===== src/rtl/axis_stream_join.sv =====
// axis_stream_join: N-input AXI-Stream joiner with per-input FIFOs,
// registered output, tuser gating, tlast consistency check and counters.
module axis_stream_join #(
    parameter int                     N_IN      = 3,
    parameter int                     DATA_W    = 64,
    parameter int                     USER_W    = 8,
    parameter int                     DEPTH     = 4,
    parameter logic [USER_W*N_IN-1:0] GATE_MASK = '0,
    parameter int                     LAST_SRC  = N_IN - 1,
    parameter int                     CNT_W     = 32
) (
    input  logic                     aclk,
    input  logic                     areset,
    input  logic [N_IN-1:0]          en_mask,
    input  logic [N_IN-1:0]          s_valid,
    output logic [N_IN-1:0]          s_ready,
    input  logic [N_IN-1:0]          s_last,
    input  logic [N_IN*DATA_W-1:0]   s_data,
    input  logic [N_IN*USER_W-1:0]   s_user,
    input  logic                     m_ready,
    output logic                     m_valid,
    output logic                     m_last,
    output logic [N_IN*DATA_W-1:0]   m_data,
    output logic [N_IN*USER_W-1:0]   m_user,
    output logic                     err_last,
    output logic [CNT_W-1:0]         cnt_beats,
    output logic [CNT_W-1:0]         cnt_err
);

    localparam int AW = (DEPTH > 1) ? $clog2(DEPTH) : 1;

    if (N_IN < 2 || N_IN > 8) begin : g_bad_n
        $error("axis_stream_join: N_IN must be in 2..8");
    end
    if (DEPTH < 2 || (DEPTH & (DEPTH - 1)) != 0) begin : g_bad_depth
        $error("axis_stream_join: DEPTH must be a power of 2 and >= 2");
    end
    if (LAST_SRC < 0 || LAST_SRC >= N_IN) begin : g_bad_last
        $error("axis_stream_join: LAST_SRC must be below N_IN");
    end

    logic [N_IN-1:0]        full;
    logic [N_IN-1:0]        empty;
    logic [N_IN-1:0]        push;
    logic [N_IN-1:0]        pop;
    logic [N_IN-1:0]        head_last;
    logic [N_IN*DATA_W-1:0] head_data;
    logic [N_IN*USER_W-1:0] head_user;

    logic all_rdy;
    logic join_fire;
    logic any_last;
    logic all_last;
    logic mismatch;

    logic                   valid_q, valid_d;
    logic                   last_q, last_d;
    logic [N_IN*DATA_W-1:0] data_q, data_d;
    logic [N_IN*USER_W-1:0] user_q, user_d;
    logic                   err_q, err_d;
    logic [CNT_W-1:0]       beats_q, beats_d;
    logic [CNT_W-1:0]       errs_q, errs_d;

    // Ready never looks at m_ready; the reset term holds it low for that cycle.
    assign s_ready = en_mask & ~full & {N_IN{~areset}};
    assign push    = s_valid & s_ready;

    for (genvar i = 0; i < N_IN; i++) begin : g_fifo
        logic [DATA_W-1:0] mem_d_q [DEPTH];
        logic [USER_W-1:0] mem_u_q [DEPTH];
        logic [DEPTH-1:0]  mem_l_q;
        logic [AW:0]       wr_q;
        logic [AW:0]       rd_q;

        assign empty[i] = (wr_q == rd_q);
        assign full[i]  = (wr_q[AW] != rd_q[AW]) &&
                          (wr_q[AW-1:0] == rd_q[AW-1:0]);

        assign head_data[i*DATA_W +: DATA_W] =
            en_mask[i] ? mem_d_q[rd_q[AW-1:0]] : '0;
        assign head_user[i*USER_W +: USER_W] =
            en_mask[i] ? mem_u_q[rd_q[AW-1:0]] : '0;
        assign head_last[i] = en_mask[i] & mem_l_q[rd_q[AW-1:0]];

        // Pointer update; reset empties the FIFO.
        always_ff @(posedge aclk) begin
            if (areset) begin
                wr_q <= '0;
                rd_q <= '0;
            end else begin
                if (push[i]) wr_q <= wr_q + 1'b1;
                if (pop[i])  rd_q <= rd_q + 1'b1;
            end
        end

        // Storage write; contents need no reset since pointers gate reads.
        always_ff @(posedge aclk) begin
            if (push[i]) begin
                mem_d_q[wr_q[AW-1:0]] <= s_data[i*DATA_W +: DATA_W];
                mem_u_q[wr_q[AW-1:0]] <= s_user[i*USER_W +: USER_W];
                mem_l_q[wr_q[AW-1:0]] <= s_last[i];
            end
        end
    end

    assign all_rdy   = (&(~en_mask | ~empty)) && (|en_mask);
    assign join_fire = all_rdy && (!valid_q || m_ready);
    assign pop       = en_mask & {N_IN{join_fire}};

    assign any_last = |head_last;
    assign all_last = &(head_last | ~en_mask);
    assign mismatch = any_last && !all_last;

    // Next state of the output register, sticky flag and counters.
    always_comb begin
        valid_d = valid_q;
        last_d  = last_q;
        data_d  = data_q;
        user_d  = user_q;
        err_d   = err_q;
        beats_d = beats_q;
        errs_d  = errs_q;
        if (join_fire) begin
            valid_d = 1'b1;
            last_d  = head_last[LAST_SRC];
            data_d  = head_data;
            user_d  = head_user;
            if (mismatch) begin
                err_d  = 1'b1;
                errs_d = errs_q + 1'b1;
            end
        end else if (valid_q && m_ready) begin
            valid_d = 1'b0;
        end
        if (valid_q && m_ready) begin
            beats_d = beats_q + 1'b1;
        end
    end

    // Output register and status state.
    always_ff @(posedge aclk) begin
        if (areset) begin
            valid_q <= 1'b0;
            last_q  <= 1'b0;
            data_q  <= '0;
            user_q  <= '0;
            err_q   <= 1'b0;
            beats_q <= '0;
            errs_q  <= '0;
        end else begin
            valid_q <= valid_d;
            last_q  <= last_d;
            data_q  <= data_d;
            user_q  <= user_d;
            err_q   <= err_d;
            beats_q <= beats_d;
            errs_q  <= errs_d;
        end
    end

    assign m_valid   = valid_q;
    assign m_last    = last_q;
    assign m_data    = data_q;
    assign m_user    = (user_q & ~GATE_MASK) |
                       (user_q & GATE_MASK & {(N_IN*USER_W){valid_q}});
    assign err_last  = err_q;
    assign cnt_beats = beats_q;
    assign cnt_err   = errs_q;

endmodule


===== config.mk =====
export PLATFORM = sky130hd
export DESIGN_NAME = axis_stream_join
export DESIGN_NICKNAME = d
export VERILOG_FILES = /design/src/rtl/axis_stream_join.sv
export SDC_FILE = /design/constraint.sdc
export NUM_CORES = 1
export LEC_CHECK = 0
export ABC_AREA = 1
export BUFFER_PORTS_ARGS = -buffer_cell sky130_fd_sc_hd__buf_2
export CORE_UTILIZATION = 40
export DETAILED_ROUTE_END_ITERATION = 16
export REMOVE_ABC_BUFFERS = 1
export SETUP_SLACK_MARGIN = 0.05
export SYNTH_ARGS = -nofsm -noshare
export SYNTH_HDL_FRONTEND = slang
export SYNTH_SLANG_ARGS = --single-unit
export TNS_END_PERCENT = 20

===== constraint.sdc =====
create_clock -name aclk -period 9.2 [get_ports aclk]
set_input_delay 0.46 -clock aclk [delete_from_list [all_inputs] [get_ports aclk]]
set_output_delay 0.46 -clock aclk [all_outputs]
set_load 0.005 [all_outputs]

==> results.sh, run 1 <==
export IMPL_grt_pass1_vias=29874
export IMPL_use_met1_pct=25.1
export IMPL_fmax_mhz=293
export IMPL_use_met2_pct=33.3
export IMPL_setup_viol=0
export IMPL_crit_path_end_kind="flop"
export IMPL_clock_skew_final_ps=27.5
export IMPL_post_cts_resized=0
export IMPL_synthTopCellsByArea="edfxtp_1 59%, dfxtp_1 14%, nand2_1 5.6%, o21ai_0 5.4%, nor2_1 4.5%"
export IMPL_clk_latency_ps=720
export IMPL_p_leak_nw=19.7
export IMPL_nets=4787
export IMPL_r2r_start="g_fifo[1].wr_q[0]"
export IMPL_cts_root_buf="clkbuf_16"
export IMPL_die_h_um=336
export IMPL_layout_area_seq_sq_um=32500
export IMPL_numCtsBuffers=130
export IMPL_firstDrtPassIters=6
export IMPL_drive_above_1_share_pct=17.0
export IMPL_vias=31088
export IMPL_syn_to_final_growth_pct=23.1
export IMPL_synth_top_area_cell="edfxtp_1"
export IMPL_avgSynthCellArea_sq_um=11.6
export IMPL_drc_errors=0
export IMPL_place_congestion=0.886
export IMPL_grt_util_all_layers_pct=19.9
export IMPL_reg2regPathDepth=8
export IMPL_synth_cells=3863
export IMPL_rsz0062_at_grt="no"
export IMPL_num_rows=122
export IMPL_postCtsSetupBuffers=0
export IMPL_post_place_ws_ps=5580
export IMPL_ant_nets=0
export IMPL_drt_iter0_markers=1732
export IMPL_yosysWarnings=0
export IMPL_fin_crit_ps=3410
export IMPL_start_util_pct=40.4
export IMPL_antenna_found_initial=15
export IMPL_n_fill_cell=10006
export IMPL_top_usage_layer="met2"
export IMPL_fp_dieW_um=336
export IMPL_drv_slew=0
export IMPL_arrival_ps=3750
export IMPL_worst_pin_slew_ps=1060
export IMPL_finalInstanceArea_sq_um=55000
export IMPL_worstPathRequired_ps=9540
export IMPL_final_cell_count_no_fill=6151
export IMPL_ys_types=34
export IMPL_grtUsageMet3_pct=4.81
export IMPL_portBuffers=513
export IMPL_synth_top_area_share_pct=58.8
export IMPL_clk_pin_slew_ps=60
export IMPL_fin_ws_ps=5790
export IMPL_multi_input_area_sq_um=10900
export IMPL_dieArea_sq_um=113000
export IMPL_path_class="reg -> reg"
export IMPL_htree_levels=4
export IMPL_routedWlPerCell_um=18.8
export IMPL_cap_violations=0
export IMPL_finalCritPeriodShare_pct=37.1
export IMPL_timing_hold_violations_final=0
export IMPL_ir_drop_mv=0.156
export IMPL_crit_start="g_fifo[1].wr_q[0]"
export IMPL_path_max_fanout=48
export IMPL_holdWs_ps=163
export IMPL_rrSetupSlack_ps=5790
export IMPL_place_area_sq_um=48500
export IMPL_critPathLaunchType="flop"
export IMPL_grt_max_degree=93
export IMPL_status="finished, final reports clean"
export IMPL_total_power_mw=11.9
export IMPL_dpl_cell_count=5679
export IMPL_clock_sink_count=1183
export IMPL_cp_endpoint="g_fifo[1].mem_d_q[0][0]"
export IMPL_hold_class="in -> reg"
export IMPL_grt_first_pass_wirelength_um=174000
export IMPL_core_area_sq_um=111000
export IMPL_reg2reg_to="g_fifo[1].mem_d_q[0][0]"
export IMPL_wl_um=116000
export IMPL_tns_ps=0
export IMPL_slew_headroom_pct=29.3
export IMPL_grt_overflow_total=0
export IMPL_cts_tree="yes"
export IMPL_pwr_density_cell_nw_per_um2=216
export IMPL_synth_seq_area_share_pct=72.6
export IMPL_syn_area_sq_um=44700
export IMPL_cts_buffer_depth=3
export IMPL_drt_vias_per_instance=5.05
export IMPL_finalCoreUtilization_pct=49.7
export IMPL_top_level_ports=514
export IMPL_ys_ff_latch=1183
export IMPL_dpl_hpwl_um=67300
worst max-delay path, cell delays in order (launching register included):
cell and delay (ps):
dfxtp_1 340, inv_1 140, nand2_1 70, nand2_1 70, nor2_1 60, nand2_1 80, nand4_1 540, nor2_4 920
buf_4 760
metal layers:
layer / share of wire (%) / vias to the layer above
li1: - / 15050
met1: 42 / 14991
met2: 48 / 824
met3: 6.4 / 213
met4: 3.1 / 10
met5: 0.049 / -
how the worst min path moves through the flow:
stage	end	start	cells after the start
after detailed placement	m_data[2]	m_data[2]	2
after global routing	cnt_beats[28]	m_ready	4
after CTS	cnt_beats[28]	m_ready	4
after floorplan	g_fifo[1].wr_q[2]	g_fifo[1].wr_q[2]	1
after global placement	m_data[9]	m_data[9]	2
final	cnt_beats[28]	m_ready	4
cell usage after synthesis:
cell      count
buf_4        40
a21oi_1     286
nor4_1        1
ha_1         17
buf_1         3
nand2_2       2
o21a_1        2
xnor2_1       4
nand4_1      16
buf_6         3
nand3_4       1
xor2_1       20
nor2_2        3
o22ai_1     217
nor2_4        2
o21ai_1       3
nor3b_1       2
nand2_1     673
clkinv_1      3
nand3b_1      8
edfxtp_1    876
o21ai_0     483
and2_1        2
nor2_1      534
buf_2        19
dfxtp_1     307
nand3_1      38
inv_1        96
or2_1         2
nand3_2       3
a211oi_1      1
clkbuf_1    164
inv_2         8
nor3_1       24
final cells by class:
cell class              count  area share [%]
multi-input cells        2344            19.8
clock buffers             180            6.63
inverters                 107           0.741
repair buffers            776            9.26
clock inverters            60            1.13
diodes                     13          0.0591
well taps                1488            3.38
flip-flops and latches   1183            59.0
placed cells by master, fill, tap and decap left out, drive strengths merged:
| master | synthesis | routed |
|---|---|---|
| xnor2 | 4 | 4 |
| o21ai | 486 | 486 |
| nand4 | 16 | 16 |
| buf | 65 | 557 |
| ha | 17 | 17 |
| nor4 | 1 | 1 |
| clkinv | 3 | 43 |
| o21a | 2 | 2 |
| nor3 | 24 | 24 |
| nand3b | 8 | 8 |
| clkinvlp | 0 | 4 |
| o22ai | 217 | 217 |
| clkbuf | 164 | 180 |
| a21oi | 286 | 286 |
| dlygate4sd3 | 0 | 219 |
| inv | 104 | 111 |
| xor2 | 20 | 20 |
| diode | 0 | 13 |
| a211oi | 1 | 1 |
| edfxtp | 876 | 876 |
| nor2 | 539 | 539 |
| nand2 | 675 | 675 |
| and2 | 2 | 2 |
| dfxtp | 307 | 307 |
| nand3 | 42 | 42 |
| bufinv | 0 | 9 |
| or2 | 2 | 2 |
| nor3b | 2 | 2 |
logic make-up (layout without fill, tap and decap cells):
logic type / count (synthesis) / count (layout) / synth area share, %
other: 0 / 13 / 0
xor gates and xnor gates: 24 / 24 / 0.470
AOI/OAI and AO/OA: 992 / 992 / 11.7
DFF: 1183 / 1183 / 72.6
adders and majority gates: 17 / 17 / 0.476
and+or+nand+nor: 1311 / 1311 / 11.5
buffers and inverters: 336 / 1123 / 3.26
where the power goes:
group	switching [mW]	internal (mW)	total (mW)
sequential	0.0741	5.84	5.92
combinational	0.522	0.279	0.801
clock	2.10	3.05	5.15
total	2.70	9.17	11.9
state kept, by name (all words and copies together), names as in the netlist, 9 cells and up, named ones only:
| name | cells |
|---|---|
| m_data | 192 |
| g_fifo.wr_q | 9 |
| g_fifo.mem_d_q | 768 |
| cnt_beats | 32 |
| g_fifo.rd_q | 9 |
| cnt_err | 32 |
| g_fifo.mem_u_q | 96 |
| g_fifo.mem_l_q | 12 |
| m_user | 24 |
what timing repair did:
item / CTS / global route
hold buffers: 219 / 0
endpoints found under the setup margin: 0 / 0
endpoints found under the hold margin: 876 / 0
No activity file was read; power rests on OpenSTA's default activity.
==> run 2, diff against run 1 <==
==> constraint.sdc (replaced) <==
create_clock -name aclk -period 3.1 [get_ports aclk]
set_input_delay 0.155 -clock aclk [delete_from_list [all_inputs] [get_ports aclk]]
set_output_delay 0.155 -clock aclk [all_outputs]
set_load 0.005 [all_outputs]
==> run 2 against run 1 <==
- register-to-register slack got worse by 5200 ps
- worst hold slack got worse by 11 ps
- non-clock buffer count increased by 28
- combinational power increased to 3.2 times the previous value
- via count increased by 0.68%
- clock skew increased by 2.1 ps
- utilization increased by 0.67 points
- critical path depth unchanged
- final area increased by 1.3%
- critical path type unchanged
- largest cell class unchanged
- highest routed layer unchanged
==> results.sh, run 2 (synthesis results as in run 1) <==
export IMPL_status="finished, final reports clean"
export IMPL_fp_dieW_um=336
export IMPL_routedWlPerCell_um=18.9
export IMPL_total_power_mw=35.2
export IMPL_critPathLaunchType="flop"
export IMPL_postCtsSetupBuffers=0
export IMPL_firstDrtPassIters=7
export IMPL_cap_violations=0
export IMPL_worstPathRequired_ps=3490
export IMPL_clock_sink_count=1183
export IMPL_arrival_ps=2860
export IMPL_nets=4815
export IMPL_clk_pin_slew_ps=60
export IMPL_portBuffers=513
export IMPL_final_cell_mix="876 x edfxtp_1, 673 x nand2_1, 522 x nor2_1"
export IMPL_die_h_um=336
export IMPL_syn_to_final_growth_pct=24.7
export IMPL_pwr_density_cell_nw_per_um2=630
export IMPL_tns_ps=0
export IMPL_grt_pass1_vias=29995
export IMPL_dieArea_sq_um=113000
export IMPL_numCtsBuffers=130
export IMPL_clk_latency_ps=730
export IMPL_grt_overflow_total=0
export IMPL_drc_errors=0
export IMPL_wl_um=117000
export IMPL_cts_root_buf="clkbuf_16"
export IMPL_num_rows=122
export IMPL_finalCoreUtilization_pct=50.3
export IMPL_vias=31299
export IMPL_place_area_sq_um=49300
export IMPL_largest_register_ffs=768
export IMPL_path_class="reg -> reg"
export IMPL_place_congestion=0.883
export IMPL_fin_crit_ps=2470
export IMPL_finalCritPeriodShare_pct=79.6
export IMPL_finalInstanceArea_sq_um=55800
export IMPL_crit_start="g_fifo[0].wr_q[0]"
export IMPL_rsz0062_at_grt="no"
export IMPL_htree_levels=4
export IMPL_core_area_sq_um=111000
export IMPL_setup_viol=0
export IMPL_slew_headroom_pct=39.0
export IMPL_worst_pin_slew_ps=915
export IMPL_antenna_found_initial=16
export IMPL_r2r_start="g_fifo[0].wr_q[0]"
export IMPL_ant_nets=0
export IMPL_drt_vias_per_instance=5.06
export IMPL_path_max_fanout=33
export IMPL_grt_max_degree=156
export IMPL_holdWs_ps=153
export IMPL_top_level_ports=514
export IMPL_cts_buffer_depth=3
export IMPL_cts_tree="yes"
export IMPL_hold_class="in -> reg"
export IMPL_crit_path_end_kind="flop"
export IMPL_ir_drop_mv=0.445
export IMPL_clock_skew_final_ps=29.5
export IMPL_drive_above_1_share_pct=17.0
export IMPL_grt_first_pass_wirelength_um=177000
export IMPL_final_common_cell="edfxtp_1"
export IMPL_fmax_mhz=405
export IMPL_dpl_hpwl_um=68600
export IMPL_start_util_pct=40.4
export IMPL_drv_slew=0
export IMPL_holdCritStartpoint="s_valid[2]"
export IMPL_drt_iter0_markers=1884
export IMPL_p_leak_nw=20.0
export IMPL_timing_hold_violations_final=0
export IMPL_grt_util_all_layers_pct=20.2
## run 2: cell types whose count changed in the layout (fill, tap and decap cells not counted), sizes merged
cell | before | now
buf | 557 | 580
clkbuf | 180 | 192
dlygate4sd3 | 219 | 224
bufinv | 9 | 5
inv | 111 | 108
clkinv | 43 | 41
clkinvlp | 4 | 2
diode | 13 | 14
## run 2: area by class of cell
type                       instances  area [sq um]
multi-input combinational       2344         10900
fill                            9883         55000
tap                             1488          1860
inverter                         107           407
sequential                      1183         32500
antenna                           14          35.0
timing repair buffer             804          5870
clock buffer                     192          3700
clock inverter                    49           534
## run 2: critical path, stage by stage, from the launching register on
cell	delay (ps)
dfxtp_1	340
inv_1	150
nand2_1	70
nand2_1	70
nor2_1	60
o22ai_1	180
nand3_1	420
nor2_4	530
buf_12	290
## run 2: what timing repair did
action / CTS / global route
gates resized for setup: 0 / 0
endpoints found under the hold margin: 906 / 0
hold buffers: 224 / 0
## run 2: through the flow
| step | cells | worst slack, ps |
|---|---|---|
| 2_1_floorplan | 3634 | -2950 |
| 3_3_place_gp | 5702 | 634 |
| 3_5_place_dp | 5702 | 614 |
| 4_1_cts | 6167 | 600 |
| 5_1_grt | 6177 | 420 |
| 6_report | 6181 | 633 |
## run 2: power by group
part / switching [mW] / leakage, nW / internal, mW
combinational: 1.65 / 7.55 / 0.920
clock: 6.29 / 2.04 / 8.80
sequential: 0.152 / 10.4 / 17.3
## run 2: final timing paths
path | endpoint | slack (ps) | depth (start not counted)
setup / recovery | g_fifo[0].mem_d_q[3][44] | 630 | 8
hold / removal | g_fifo[2].wr_q[0] | 150 | 3
setup reg to reg | g_fifo[0].mem_d_q[3][44] | 630 | 8
hold reg to reg | m_data[37] | 460 | 2
## run 2: per-layer routing
metal	track usage, %	share of wire (%)
met5	0	0.056
met3	4.04	5.4
met1	26.6	43
met4	6.60	2.4
met2	33.4	49
==> run 3, diff against run 2 <==
==> constraint.sdc (replaced) <==
create_clock -name aclk -period 2.5 [get_ports aclk]
set_input_delay 0.125 -clock aclk [delete_from_list [all_inputs] [get_ports aclk]]
set_output_delay 0.125 -clock aclk [all_outputs]
set_load 0.005 [all_outputs]
==> run 3 against run 2 <==
- die area stayed put
- first-iteration DRC count rose by 13%
- critical path depth decreased by 1
- clock power rose by 19%
- non-clock buffer count increased by 40
- power up 22%
- utilization up 0.17 points
- worst hold slack about the same
- clock skew grew 14 ps
- final area increased by 0.34%
- register-to-register slack worse by 240 ps
- largest cell class unchanged
- routed wire length about the same
==> results.sh, run 3 (synthesis results as in run 1) <==
export IMPL_syn_to_final_growth_pct=25.2
export IMPL_total_power_mw=42.9
export IMPL_crit_path_end_kind="output port"
export IMPL_cts_root_buf="clkbuf_16"
export IMPL_grt_util_all_layers_pct=20.1
export IMPL_post_cts_resized=0
export IMPL_clock_sink_count=1183
export IMPL_holdWs_ps=153
export IMPL_drive_above_1_share_pct=17.9
export IMPL_finalCritPeriodShare_pct=86.7
export IMPL_clock_skew_final_ps=43.2
export IMPL_htree_levels=3
export IMPL_vias=31420
export IMPL_clk_latency_ps=720
export IMPL_final_cell_count_no_fill=6206
export IMPL_dpl_hpwl_um=71000
export IMPL_num_rows=122
export IMPL_grt_max_degree=145
export IMPL_fin_ws_ps=334
export IMPL_final_common_cell="edfxtp_1"
export IMPL_drv_slew=0
export IMPL_p_leak_nw=20.1
export IMPL_worst_pin_slew_ps=903
export IMPL_die_h_um=336
export IMPL_dpl_cell_count=5739
export IMPL_status="finished, final reports clean"
export IMPL_fmax_mhz=462
export IMPL_hold_class="in -> reg"
export IMPL_firstDrtPassIters=5
export IMPL_fp_dieW_um=336
export IMPL_top_level_ports=514
export IMPL_finalInstanceArea_sq_um=56000
export IMPL_rsz0062_at_grt="no"
export IMPL_fin_crit_ps=2170
export IMPL_pwr_density_cell_nw_per_um2=767
export IMPL_finalCoreUtilization_pct=50.5
export IMPL_rrSetupSlack_ps=390
export IMPL_final_cell_mix="876 x edfxtp_1, 673 x nand2_1, 522 x nor2_1"
export IMPL_dieArea_sq_um=113000
export IMPL_antenna_found_initial=13
export IMPL_setup_viol=0
export IMPL_reg2regPathDepth=12
export IMPL_drt_iter0_markers=2137
export IMPL_path_class="reg -> out"
export IMPL_postCtsSetupBuffers=0
export IMPL_cap_violations=0
export IMPL_arrival_ps=2040
export IMPL_wl_um=117000
export IMPL_tns_ps=0
export IMPL_numCtsBuffers=120
export IMPL_drc_errors=0
export IMPL_largest_register_ffs=768
export IMPL_start_util_pct=40.4
export IMPL_worstHoldPathCells=2
export IMPL_grt_pass1_vias=30292
export IMPL_clk_pin_slew_ps=70
export IMPL_cts_buffer_depth=3
export IMPL_cts_tree="yes"
export IMPL_routedWlPerCell_um=18.8
export IMPL_post_place_ws_ps=390
export IMPL_core_area_sq_um=111000
export IMPL_ant_nets=0
export IMPL_nets=4845
export IMPL_worstPathRequired_ps=2380
export IMPL_drt_vias_per_instance=5.06
export IMPL_grt_first_pass_wirelength_um=177000
export IMPL_ir_drop_mv=0.640
export IMPL_timing_hold_violations_final=0
export IMPL_place_area_sq_um=49600
export IMPL_critPathLaunchType="flop"
export IMPL_place_congestion=0.887
export IMPL_slew_headroom_pct=39.8
export IMPL_portBuffers=513
export IMPL_path_max_fanout=4
export IMPL_cts_hold_buffers=227
export IMPL_grt_overflow_total=0
## run 3: changes by cell type in the layout (fill, tap and decap cells not counted), sizes merged
cell         change
clkbuf          -14
dlygate4sd3      +3
clkinv           -5
inv              +4
buf             +37
clkinvlp         +3
diode            -3
## run 3: cell type report
class / instances / area, sq um
fillers: 9900 / 54800
flip-flops and latches: 1183 / 32500
multi-input cells: 2344 / 10900
repair buffers: 844 / 6280
clock buffers: 178 / 3530
well taps: 1488 / 1860
clock inverters: 51 / 497
inverters: 107 / 407
diodes: 11 / 27.5
## run 3: worst max-delay path, stage by stage (launching register included)
cell,delay [ps]
dfxtp_1,400
inv_1,110
nand2_1,70
nand2_1,50
nor2_1,220
o22ai_1,140
and2_1,220
buf_2,150
## run 3: final timing paths
path,end,from
max,s_ready[0],g_fifo[0].wr_q[1]
min,g_fifo[2].mem_d_q[0][13],s_data[141]
min reg2reg,m_data[144],m_data[144]
max reg2reg,m_user[16],g_fifo[2].rd_q[0]
## run 3: layer usage
| layer | global-route usage, % | part of all wire, % |
|---|---|---|
| met3 | 3.69 | 5.6 |
| met4 | 6.97 | 2.7 |
| met5 | 0 | 0.058 |
| met1 | 26.2 | 43 |
| met2 | 33.7 | 49 |
## run 3: report_power, final
group	total [mW]	switching (mW)	leakage, nW	internal [mW]
Combinational	3.26	2.05	7.77	1.21
Clock	18.0	7.63	1.97	10.4
Sequential	21.7	0.195	10.4	21.5
Total	42.9	9.88	20.1	33.1
